[config.mk]
export PLATFORM = sky130hd
export DESIGN_NAME = eeprom_req_seq_flat
export DESIGN_NICKNAME = d
export VERILOG_FILES = /design/src/rtl/eeprom_req_seq_if.sv /design/src/rtl/eeprom_req_seq.sv /design/src/flat_wrapper.sv
export SDC_FILE = /design/constraint.sdc
export NUM_CORES = 1
export LEC_CHECK = 0
export CAP_MARGIN = 20
export CORE_ASPECT_RATIO = 0.6
export CORE_UTILIZATION = 55
export DETAILED_ROUTE_END_ITERATION = 6
export PLACE_DENSITY_LB_ADDON = 0.08
export SLEW_MARGIN = 20
export SYNTH_ARGS = -nofsm -noshare
export SYNTH_HDL_FRONTEND = slang
export SYNTH_SLANG_ARGS = --single-unit
[constraint.sdc]
create_clock -name clk_i -period 5.4 [get_ports clk_i]
set_input_delay 1.08 -clock clk_i [delete_from_list [all_inputs] [get_ports clk_i]]
set_output_delay 1.08 -clock clk_i [all_outputs]
set_load 0.01 [all_outputs]
[src/rtl/eeprom_req_seq_if.sv]
// Host-side bus bundle for the EEPROM request sequencer: sequence control
// and status towards the host, request/data/ack towards the I2C bridge.
interface eeprom_req_seq_if #(
  parameter int AW = 11,
  parameter int DW = 8,
  parameter int NW = 8
);
  logic          start;
  logic [1:0]    mode;
  logic [AW-1:0] base_addr;
  logic [NW-1:0] num;
  logic [DW-1:0] seed;
  logic          wr;
  logic          rd;
  logic [AW-1:0] addr;
  logic [DW-1:0] data_out;
  logic          data_oe;
  logic [DW-1:0] data_in;
  logic          ack;
  logic          busy;
  logic          done;
  logic          timeout;
  logic [NW-1:0] err_cnt;
  logic [AW-1:0] err_addr;

  // sequencer side
  modport master (
    input  start, mode, base_addr, num, seed, data_in, ack,
    output wr, rd, addr, data_out, data_oe, busy, done, timeout, err_cnt, err_addr
  );

  // host/bridge side
  modport slave (
    output start, mode, base_addr, num, seed, data_in, ack,
    input  wr, rd, addr, data_out, data_oe, busy, done, timeout, err_cnt, err_addr
  );
endinterface

[src/rtl/eeprom_req_seq.sv]
// Request sequencer for the EEPROM_WR I2C bridge: issues write and/or read
// bursts of a seeded address pattern and checks the readback.
//
// state    | meaning
// ---------+-------------------------------------------------------------
// S_IDLE   | waiting for start; parameters latched on acceptance
// S_GAP    | idle gap before a request, addr/data already presented
// S_REQ    | wr or rd pulse high
// S_WAIT   | waiting for ack rising edge; readback check and next-byte step
// S_SWITCH | write phase done, rewind to base address for the read phase
// S_FIN    | one-cycle done pulse, busy drops
module eeprom_req_seq #(
  parameter int AW    = 11,
  parameter int DW    = 8,
  parameter int NW    = 8,
  parameter int GAP   = 5,
  parameter int PULSE = 1,
  parameter int TMO   = 4096
) (
  input  logic              clk_i,
  input  logic              rst_i,
  eeprom_req_seq_if.master  bus_io
);

  localparam int MAXC = (TMO > GAP) ? ((TMO > PULSE) ? TMO : PULSE)
                                    : ((GAP > PULSE) ? GAP : PULSE);
  localparam int CW   = $clog2(MAXC + 1);

  typedef enum logic [2:0] {
    S_IDLE, S_GAP, S_REQ, S_WAIT, S_SWITCH, S_FIN
  } state_t;

  state_t        state_q;
  logic [CW-1:0] cnt_q;
  logic [NW-1:0] k_q;
  logic [NW-1:0] num_q;
  logic [AW-1:0] base_q;
  logic [DW-1:0] seed_q;
  logic          two_phase_q;
  logic          rd_phase_q;
  logic          ack_prev_q;
  logic          wr_q, rd_q, oe_q, busy_q, done_q, to_q;
  logic [AW-1:0] addr_q;
  logic [DW-1:0] dout_q;
  logic [NW-1:0] errc_q;
  logic [AW-1:0] erra_q;

  logic ack_rise;
  logic mism;
  logic last_byte;

  // expected byte for an address: low address bits xor seed
  function automatic logic [DW-1:0] pattern(input logic [AW-1:0] a, input logic [DW-1:0] s);
    return DW'(a) ^ s;
  endfunction

  assign ack_rise  = bus_io.ack & ~ack_prev_q;
  assign mism      = (bus_io.data_in != pattern(addr_q, seed_q));
  assign last_byte = (({1'b0, k_q} + (NW+1)'(1)) >= {1'b0, num_q});

  // sequencing FSM with registered request, data and status outputs
  always_ff @(posedge clk_i) begin
    if (rst_i) begin
      state_q     <= S_IDLE;
      cnt_q       <= '0;
      k_q         <= '0;
      num_q       <= '0;
      base_q      <= '0;
      seed_q      <= '0;
      two_phase_q <= 1'b0;
      rd_phase_q  <= 1'b0;
      ack_prev_q  <= 1'b0;
      wr_q        <= 1'b0;
      rd_q        <= 1'b0;
      oe_q        <= 1'b0;
      busy_q      <= 1'b0;
      done_q      <= 1'b0;
      to_q        <= 1'b0;
      addr_q      <= '0;
      dout_q      <= '0;
      errc_q      <= '0;
      erra_q      <= '0;
    end else begin
      ack_prev_q <= bus_io.ack;
      done_q     <= 1'b0;
      case (state_q)
        S_IDLE: begin
          if (bus_io.start) begin
            busy_q      <= 1'b1;
            two_phase_q <= (bus_io.mode == 2'd2);
            rd_phase_q  <= (bus_io.mode == 2'd1);
            oe_q        <= (bus_io.mode != 2'd1) && (bus_io.num != '0);
            num_q       <= bus_io.num;
            base_q      <= bus_io.base_addr;
            seed_q      <= bus_io.seed;
            k_q         <= '0;
            addr_q      <= bus_io.base_addr;
            dout_q      <= pattern(bus_io.base_addr, bus_io.seed);
            errc_q      <= '0;
            erra_q      <= '0;
            to_q        <= 1'b0;
            cnt_q       <= CW'(GAP - 1);
            state_q     <= (bus_io.num == '0) ? S_FIN : S_GAP;
          end
        end
        S_GAP: begin
          if (cnt_q == '0) begin
            wr_q    <= ~rd_phase_q;
            rd_q    <= rd_phase_q;
            cnt_q   <= CW'(PULSE - 1);
            state_q <= S_REQ;
          end else begin
            cnt_q <= cnt_q - CW'(1);
          end
        end
        S_REQ: begin
          if (cnt_q == '0) begin
            wr_q    <= 1'b0;
            rd_q    <= 1'b0;
            cnt_q   <= CW'(TMO - 1);
            state_q <= S_WAIT;
          end else begin
            cnt_q <= cnt_q - CW'(1);
          end
        end
        S_WAIT: begin
          if (ack_rise) begin
            if (rd_phase_q && mism) begin
              if (errc_q != {NW{1'b1}}) errc_q <= errc_q + NW'(1);
              if (errc_q == '0) erra_q <= addr_q;
            end
            if (!last_byte) begin
              k_q     <= k_q + NW'(1);
              addr_q  <= addr_q + AW'(1);
              dout_q  <= pattern(addr_q + AW'(1), seed_q);
              cnt_q   <= CW'(GAP - 1);
              state_q <= S_GAP;
            end else if (two_phase_q && !rd_phase_q) begin
              oe_q    <= 1'b0;
              state_q <= S_SWITCH;
            end else begin
              oe_q    <= 1'b0;
              state_q <= S_FIN;
            end
          end else if (cnt_q == '0) begin
            to_q    <= 1'b1;
            oe_q    <= 1'b0;
            state_q <= S_FIN;
          end else begin
            cnt_q <= cnt_q - CW'(1);
          end
        end
        S_SWITCH: begin
          k_q        <= '0;
          rd_phase_q <= 1'b1;
          addr_q     <= base_q;
          dout_q     <= pattern(base_q, seed_q);
          cnt_q      <= CW'(GAP - 1);
          state_q    <= S_GAP;
        end
        S_FIN: begin
          done_q  <= 1'b1;
          busy_q  <= 1'b0;
          state_q <= S_IDLE;
        end
        default: state_q <= S_IDLE;
      endcase
    end
  end

  assign bus_io.wr       = wr_q;
  assign bus_io.rd       = rd_q;
  assign bus_io.addr     = addr_q;
  assign bus_io.data_out = dout_q;
  assign bus_io.data_oe  = oe_q;
  assign bus_io.busy     = busy_q;
  assign bus_io.done     = done_q;
  assign bus_io.timeout  = to_q;
  assign bus_io.err_cnt  = errc_q;
  assign bus_io.err_addr = erra_q;

endmodule

[src/flat_wrapper.sv]
// flat-port wrapper written by rule: the top's interface ports become plain ports
module eeprom_req_seq_flat 
#(
  parameter int AW    = 11,
  parameter int DW    = 8,
  parameter int NW    = 8,
  parameter int GAP   = 5,
  parameter int PULSE = 1,
  parameter int TMO   = 4096
)
  (clk_i, rst_i, bus_io_start, bus_io_mode, bus_io_base_addr, bus_io_num, bus_io_seed, bus_io_data_in, bus_io_ack, bus_io_wr, bus_io_rd, bus_io_addr, bus_io_data_out, bus_io_data_oe, bus_io_busy, bus_io_done, bus_io_timeout, bus_io_err_cnt, bus_io_err_addr);
  eeprom_req_seq_if #(.AW(AW), .DW(DW), .NW(NW)) bus_io_i ();
  input  logic clk_i;
  input  logic rst_i;
  input wire logic [$bits(bus_io_i.start)-1:0] bus_io_start;
  input wire logic [$bits(bus_io_i.mode)-1:0] bus_io_mode;
  input wire logic [$bits(bus_io_i.base_addr)-1:0] bus_io_base_addr;
  input wire logic [$bits(bus_io_i.num)-1:0] bus_io_num;
  input wire logic [$bits(bus_io_i.seed)-1:0] bus_io_seed;
  input wire logic [$bits(bus_io_i.data_in)-1:0] bus_io_data_in;
  input wire logic [$bits(bus_io_i.ack)-1:0] bus_io_ack;
  output wire logic [$bits(bus_io_i.wr)-1:0] bus_io_wr;
  output wire logic [$bits(bus_io_i.rd)-1:0] bus_io_rd;
  output wire logic [$bits(bus_io_i.addr)-1:0] bus_io_addr;
  output wire logic [$bits(bus_io_i.data_out)-1:0] bus_io_data_out;
  output wire logic [$bits(bus_io_i.data_oe)-1:0] bus_io_data_oe;
  output wire logic [$bits(bus_io_i.busy)-1:0] bus_io_busy;
  output wire logic [$bits(bus_io_i.done)-1:0] bus_io_done;
  output wire logic [$bits(bus_io_i.timeout)-1:0] bus_io_timeout;
  output wire logic [$bits(bus_io_i.err_cnt)-1:0] bus_io_err_cnt;
  output wire logic [$bits(bus_io_i.err_addr)-1:0] bus_io_err_addr;
  assign bus_io_i.start = bus_io_start;
  assign bus_io_i.mode = bus_io_mode;
  assign bus_io_i.base_addr = bus_io_base_addr;
  assign bus_io_i.num = bus_io_num;
  assign bus_io_i.seed = bus_io_seed;
  assign bus_io_i.data_in = bus_io_data_in;
  assign bus_io_i.ack = bus_io_ack;
  assign bus_io_wr = bus_io_i.wr;
  assign bus_io_rd = bus_io_i.rd;
  assign bus_io_addr = bus_io_i.addr;
  assign bus_io_data_out = bus_io_i.data_out;
  assign bus_io_data_oe = bus_io_i.data_oe;
  assign bus_io_busy = bus_io_i.busy;
  assign bus_io_done = bus_io_i.done;
  assign bus_io_timeout = bus_io_i.timeout;
  assign bus_io_err_cnt = bus_io_i.err_cnt;
  assign bus_io_err_addr = bus_io_i.err_addr;
  eeprom_req_seq #(.AW(AW), .DW(DW), .NW(NW), .GAP(GAP), .PULSE(PULSE), .TMO(TMO)) u_core (.clk_i(clk_i), .rst_i(rst_i), .bus_io(bus_io_i));
endmodule
==> results of run 1 <==
-- cells by family (layout without fill, tap and decap cells) --
group | Yosys count | in the layout | synth area share (%)
buf+inv | 64 | 121 | 4.72
compound gates | 198 | 198 | 23.6
xor+xnor | 37 | 37 | 8.14
flops | 98 | 98 | 36.8
simple gates | 267 | 267 | 23.7
fa+ha+maj | 13 | 13 | 3.05
-- power by group --
| part | internal (uW) | leakage (uW) | switching [uW] | total (uW) |
|---|---|---|---|---|
| combinational | 603 | 0.00139 | 858 | 1460 |
| clock | 406 | 0.000153 | 282 | 688 |
| sequential | 875 | 0.000800 | 221 | 1100 |
-- flip-flops by register name, summed over array words and instances, names as in the netlist, 3 cells and up --
| register | cells |
|---|---|
| u_core.base_q | 11 |
| u_core.bus_io.addr | 11 |
| u_core.bus_io.err_addr | 11 |
| u_core.bus_io.data_out | 8 |
| u_core.bus_io.err_cnt | 8 |
| u_core.state_q | 3 |
| u_core.seed_q | 8 |
| u_core.k_q | 8 |
| u_core.num_q | 8 |
| u_core.cnt_q | 13 |
-- path summary, 6_finish.rpt --
path                              from                   endpoint  slack [ns]  depth (start not counted)
min          u_core.bus_io.data_out[6]  u_core.bus_io.data_out[6]        0.45                          2
max reg2reg              u_core.k_q[2]              u_core.k_q[5]        1.66                         11
min reg2reg  u_core.bus_io.data_out[6]  u_core.bus_io.data_out[6]        0.45                          2
max                      u_core.k_q[2]              u_core.k_q[5]        1.66                         11
-- stage by stage --
stage               std cells  utilization, %  hold WS [ns]
floorplan                 677               -         0.427
global placement          848            66.6         0.440
global route              864            69.9         0.478
detailed placement        848            66.6         0.443
finish                    864            69.9         0.452
CTS                       864            69.9         0.452
-- synthesized netlist by cell type (6+ instances only) --
master	n	area [um^2]
xnor3_1	8	180
nor3_1	13	65.1
xnor2_1	15	131
nand2_1	108	405
o21ai_0	26	130
nand3_1	24	120
a22oi_1	10	75.1
a21oi_1	84	420
a31oi_1	6	37.5
o22ai_1	8	50.1
dfxtp_1	98	1960
xor2_1	14	123
inv_1	16	60.1
or3_1	11	68.8
nand2b_1	15	93.8
nor2_1	49	184
nand4_1	6	37.5
clkbuf_1	41	154
nor2b_1	7	43.8
a211oi_1	10	75.1
ha_1	13	163
-- worst max-delay path, delay by kind of cell, from the launching register on --
kind | cells | cell delay [ns]
AOI/OAI and AO/OA | 4 | 1.22
xor gates and xnor gates | 1 | 0.26
adders and majority gates | 1 | 0.29
DFF | 1 | 0.44
and+or+nand+nor | 5 | 1.42
-- per-layer routing --
metal	track usage, %	vias up
met5	0	-
met4	8.35	0
met3	8.86	18
met2	45.1	298
met1	44.8	2557
li1	-	2510
-- final cells by class --
type	instances	area [um^2]
Clock buffer	11	233
Clock inverter	5	78.8
Fill cell	752	2800
Inverter	16	60.1
Multi-Input combinational cell	515	3130
Sequential cell	98	1960
Tap cell	130	163
Timing Repair Buffer	89	873
==> results.py, run 1 <==
metrics = {
    "outcome": {
        "outcome": "finished clean",
    },
    "clock_tree": {
        "postCtsHoldBufs": 0,
        "post_cts_buffers": 0,
        "htreeDepth": 3,
        "cts_tree": "built",
        "clock_path_buffers": 2,
        "cts.sinks": 98,
        "cts_buffers": 9,
        "clk_pin_slew_ns": 0.07,
        "post_cts_resized": 0,
        "cts_root_buf": "clkbuf_16",
        "clk_latency_ns": 0.35,
    },
    "pwr": {
        "power_uw": 3250,
        "power.density_mw_per_mm2": 500,
        "ir_drop_uv": 313,
        "leakage_uw": 0.00234,
    },
    "final_layout": {
        "syn_to_final_growth_pct": 21.8,
        "final_nets": 783,
        "final_cell_mix": "nand2_1, dfxtp_1, a21oi_1, clkdlybuf4s50_1, nor2_1",
        "final_common_cell": "nand2_1",
        "fin_area_mm2": 0.00649,
        "drive_gt1_share_pct": 4.50,
        "antenna_cells": 0,
    },
    "sta": {
        "setup_ws_ns": 1.66,
        "setup_viol": 0,
        "grt_setup_unrepaired": "no",
        "slew_headroom_pct": 27.0,
        "layout_min_cycle_time_ns": 3.74,
        "drv_slew": 0,
        "skew_ns": 0.00453,
        "finalCritPeriodShare_pct": 69.3,
        "setup-tns-final_ns": 0,
        "tightest_slew_ns": 1.09,
        "final_hold_viol_count": 0,
        "timing.fmax_ghz": 0.267,
    },
    "floorplan": {
        "chipHeight_um": 78.3,
        "core_region_area_mm2": 0.00929,
        "dieArea_mm2": 0.0101,
        "placementRows": 27,
        "start_util_pct": 57.4,
        "io-pin-count": 85,
        "die_width_um": 129,
    },
    "logic_synthesis": {
        "ys_warn_count": 0,
        "ys_ff_latch": 98,
        "synth_cell_types": 63,
        "synth_flop_cell": "dfxtp_1",
        "avgSynthCellArea_um2": 7.88,
        "syn-cell-area_mm2": 0.00533,
        "synthCells": 677,
        "synth_edf_count": 0,
        "async_flop_share_pct": 0,
        "seq_area_frac_synth_pct": 36.8,
        "synth_nets": 731,
    },
    "routing": {
        "ant_nets": 0,
        "dr_total_vias": 5383,
        "drc": 0,
        "wirelength_met1_mm": 6.91,
        "wl_met2_mm": 6.57,
        "wl_per_cell_um": 17.6,
        "top_layer": "met4",
        "dr.first_iter.drc_count": 588,
        "wl_met3_mm": 1.56,
        "via_per_inst": 6.23,
        "dr.pass1.iters": 5,
        "wl_mm": 15.2,
    },
    "setup_path": {
        "crit_arrival_ns": 4.00,
        "startpoint_type": "flop",
        "cp-end-kind": "flop",
        "cp_max_fo": 10,
        "path_cells": "nand3_1 -> nor2_1 -> nand3_1 -> xnor2_1 -> ha_1 -> and3_1 -> a221o_1 -> a211o_1 -> nor2_1 -> o21ai_0 -> a311oi_1",
        "crit_type": "flop to flop",
        "max_stage_delay_ns": 0.57,
        "cpMaxStageDelayCell": "nor2_1",
        "crit_required_ns": 5.66,
    },
    "global_route": {
        "grt_pass1_wl_mm": 24.3,
        "antenna_found_initial": 0,
        "grt_max_degree": 55,
        "grt_pass1_vias": 4819,
        "grt_overflow": 0,
        "track_usage_pct": 31.1,
    },
    "placement": {
        "placed_area_mm2": 0.00618,
        "dp_hpwl_mm": 10.4,
        "port_buffers": 84,
        "dp_slack_ns": 1.44,
        "gp_congestion": 0.906,
    },
    "job": {
        "drv_cap": 0,
    },
    "hold_path": {
        "hold_class": "flop to flop",
    },
}
No activity file was read; power rests on OpenSTA's default activity.
==> run 2: changes to the inputs <==
- CORE_UTILIZATION: 55 -> 49
- clock period: 5.4 -> 3.3 ns (I/O delays scaled with it)
==> run 2 against run 1 <==
The flow now finishes with violations (DRC); design area up 3.6%; setup slack worse by 1.5 ns; register-to-register slack worse by 1.5 ns; clock power is 69% higher; core utilization down 6.2 points; global-route usage is 3.1 points lower; first-iteration DRC count down 9.9%; sequential share of layout area fell by 1.0 points; sequential power is 60% higher; hold slack worse by 0.0019 ns; sequential cell count unchanged; critical path type unchanged; highest routed layer unchanged.
==> results.py, run 2 (synthesis results as in run 1) <==
metrics = {
    "sta": {
        "slew_headroom_pct": 44.2,
        "timing.fmax_ghz": 0.318,
        "drv_slew": 0,
        "tightest_slew_ns": 0.836,
        "finalCritPeriodShare_pct": 95.3,
        "final_hold_viol_count": 0,
        "setup_viol": 0,
        "setup_ws_ns": 0.155,
        "skew_ns": 0.00873,
        "layout_min_cycle_time_ns": 3.15,
    },
    "final_layout": {
        "final_cell_mix": "nand2_1, dfxtp_1, a21oi_1, clkdlybuf4s50_1, nor2_1",
        "nFillCells": 893,
        "largest_reg_flops": 13,
        "drive_gt1_share_pct": 8.10,
        "antenna_cells": 0,
        "multi_input_area_mm2": 0.00317,
        "final_cells": 892,
        "final_core_util_pct": 63.8,
        "syn_to_final_growth_pct": 26.2,
        "regMostFlops": "u_core.cnt_q",
        "final_nets": 802,
        "final_common_cell": "nand2_1",
        "regArea_mm2": 0.00196,
    },
    "global_route": {
        "track_usage_pct": 28.0,
        "grt_overflow": 0,
        "antenna_found_initial": 0,
        "grt_max_degree": 80,
        "grt_pass1_vias": 4786,
        "grt_pass1_wl_mm": 24.8,
    },
    "pwr": {
        "ir_drop_uv": 367,
        "leakage_uw": 0.00246,
        "power.density_mw_per_mm2": 821,
    },
    "job": {
        "drv_cap": 0,
    },
    "setup_path": {
        "startpoint_type": "flop",
        "crit_arrival_ns": 3.37,
        "max_stage_delay_ns": 0.36,
        "crit_required_ns": 3.53,
        "path_common_cell": "ha_1",
        "worst_r2r_path_depth": 12,
        "reg2reg_slack_ns": 0.15,
        "cp-end-kind": "flop",
        "path_depth": 12,
        "cp_max_fo": 10,
        "path_cells": "ha_1 -> nand3_1 -> or2_2 -> xnor2_2 -> ha_1 -> a21o_1 -> a221o_1 -> a211o_4 -> a31oi_4 -> buf_4 -> a21oi_1 -> a2bb2o_1",
        "worstReg2RegEnd": "u_core.cnt_q[8]",
        "crit_end": "u_core.cnt_q[8]",
        "cpMaxStageDelayCell": "dfxtp_2",
        "crit_type": "flop to flop",
        "reg2reg_from": "u_core.k_q[0]",
        "crit_path_start": "u_core.k_q[0]",
        "path_delay_family": "compound AO/OA/AOI/OAI gates",
        "cp_num_buf_inv": 1,
    },
    "clock_tree": {
        "clk_latency_ns": 0.35,
        "cts_tree": "built",
        "clk_pin_slew_ns": 0.07,
        "cts_buffers": 9,
        "postCtsHoldBufs": 0,
        "cts.sinks": 98,
        "cts_root_buf": "clkbuf_16",
        "htreeDepth": 3,
        "clock_path_buffers": 2,
    },
    "hold_path": {
        "hold_class": "flop to flop",
    },
    "placement": {
        "dp_hpwl_mm": 10.7,
        "port_buffers": 84,
        "dp_slack_ns": 0.0137,
        "gp_congestion": 0.920,
        "dp.cells": 873,
    },
    "floorplan": {
        "start_util_pct": 50.5,
        "dieArea_mm2": 0.0113,
        "io-pin-count": 85,
        "die_width_um": 137,
        "placementRows": 29,
        "core_region_area_mm2": 0.0106,
        "chipHeight_um": 82.8,
    },
    "routing": {
        "dr_total_vias": 5302,
        "ant_nets": 0,
        "via_per_inst": 5.94,
        "dr.first_iter.drc_count": 530,
        "dr.pass1.iters": 7,
        "wl_mm": 15.4,
        "wl_per_cell_um": 17.3,
        "drc": 2,
    },
    "outcome": {
        "outcome": "finished, violations left",
        "failed_checks": "DRC",
    },
}
[run 2: changes by cell type in the layout (fill, tap and decap cells not counted), moves of 2 or more]
cell      previous run  this run
buf_4                5        22
clkbuf_1             2         0
dfxtp_1             98        96
dfxtp_2              0         2
[run 2: area by class of cell]
class / count / area share (%)
timing repair buffer: 108 / 15.3
clock buffer: 10 / 3.55
inverter: 16 / 0.892
clock inverter: 6 / 1.34
tap: 139 / 2.58
sequential: 98 / 29.2
multi-input combinational: 515 / 47.1
[run 2: worst min path at each step]
stage / slack (ns) / endpoint / start / cells past startpoint
3_5_place_dp: 0.44 / u_core.cnt_q[12] / u_core.cnt_q[12] / 2
3_3_place_gp: 0.44 / u_core.bus_io.err_addr[9] / u_core.bus_io.err_addr[9] / 2
4_1_cts: 0.45 / u_core.cnt_q[12] / u_core.cnt_q[12] / 2
5_1_grt: 0.47 / u_core.cnt_q[12] / u_core.cnt_q[12] / 2
2_1_floorplan: 0.43 / u_core.cnt_q[12] / u_core.cnt_q[12] / 2
6_report: 0.45 / u_core.bus_io.err_addr[10] / u_core.bus_io.err_addr[10] / 2
[run 2: timing repair]
action                     4_1_cts  5_1_grt
gates resized for setup          0       10
setup endpoints to repair        0       35
buffers inserted                 0        2
[run 2: report_power, final]
part / internal [uW] / switching (uW)
Sequential: 1430 / 332
Combinational: 1130 / 1480
Clock: 687 / 473
Total: 3250 / 2280
[run 2: layer usage]
metal	global-route usage (%)	vias to the layer above	part of all wire, %
li1	-	2559	-
met1	42.7	2517	49
met2	39.5	210	42
met3	6.17	16	8.3
met4	6.67	0	1.1
met5	0	-	0
[run 2: stage by stage]
| step | area [um^2] | power (uW) | hold slack, ns | setup TNS [ns] |
|---|---|---|---|---|
| floorplan | 5330 | 3430 | 0.427 | 0 |
| CTS | 6660 | 5410 | 0.452 | 0 |
| global placement | 6330 | 4180 | 0.443 | 0 |
| detailed placement | 6330 | 4240 | 0.440 | 0 |
| global route | 6730 | 5880 | 0.469 | -0.0423 |
| finish | 6730 | 5530 | 0.450 | 0 |
[run 2: worst reg2reg max path, stage by stage (launching register included)]
cell	delay, ns
dfxtp_2	0.36
ha_1	0.17
nand3_1	0.09
or2_2	0.34
xnor2_2	0.14
ha_1	0.29
a21o_1	0.17
a221o_1	0.36
a211o_4	0.35
a31oi_4	0.21
buf_4	0.18
a21oi_1	0.06
a2bb2o_1	0.32
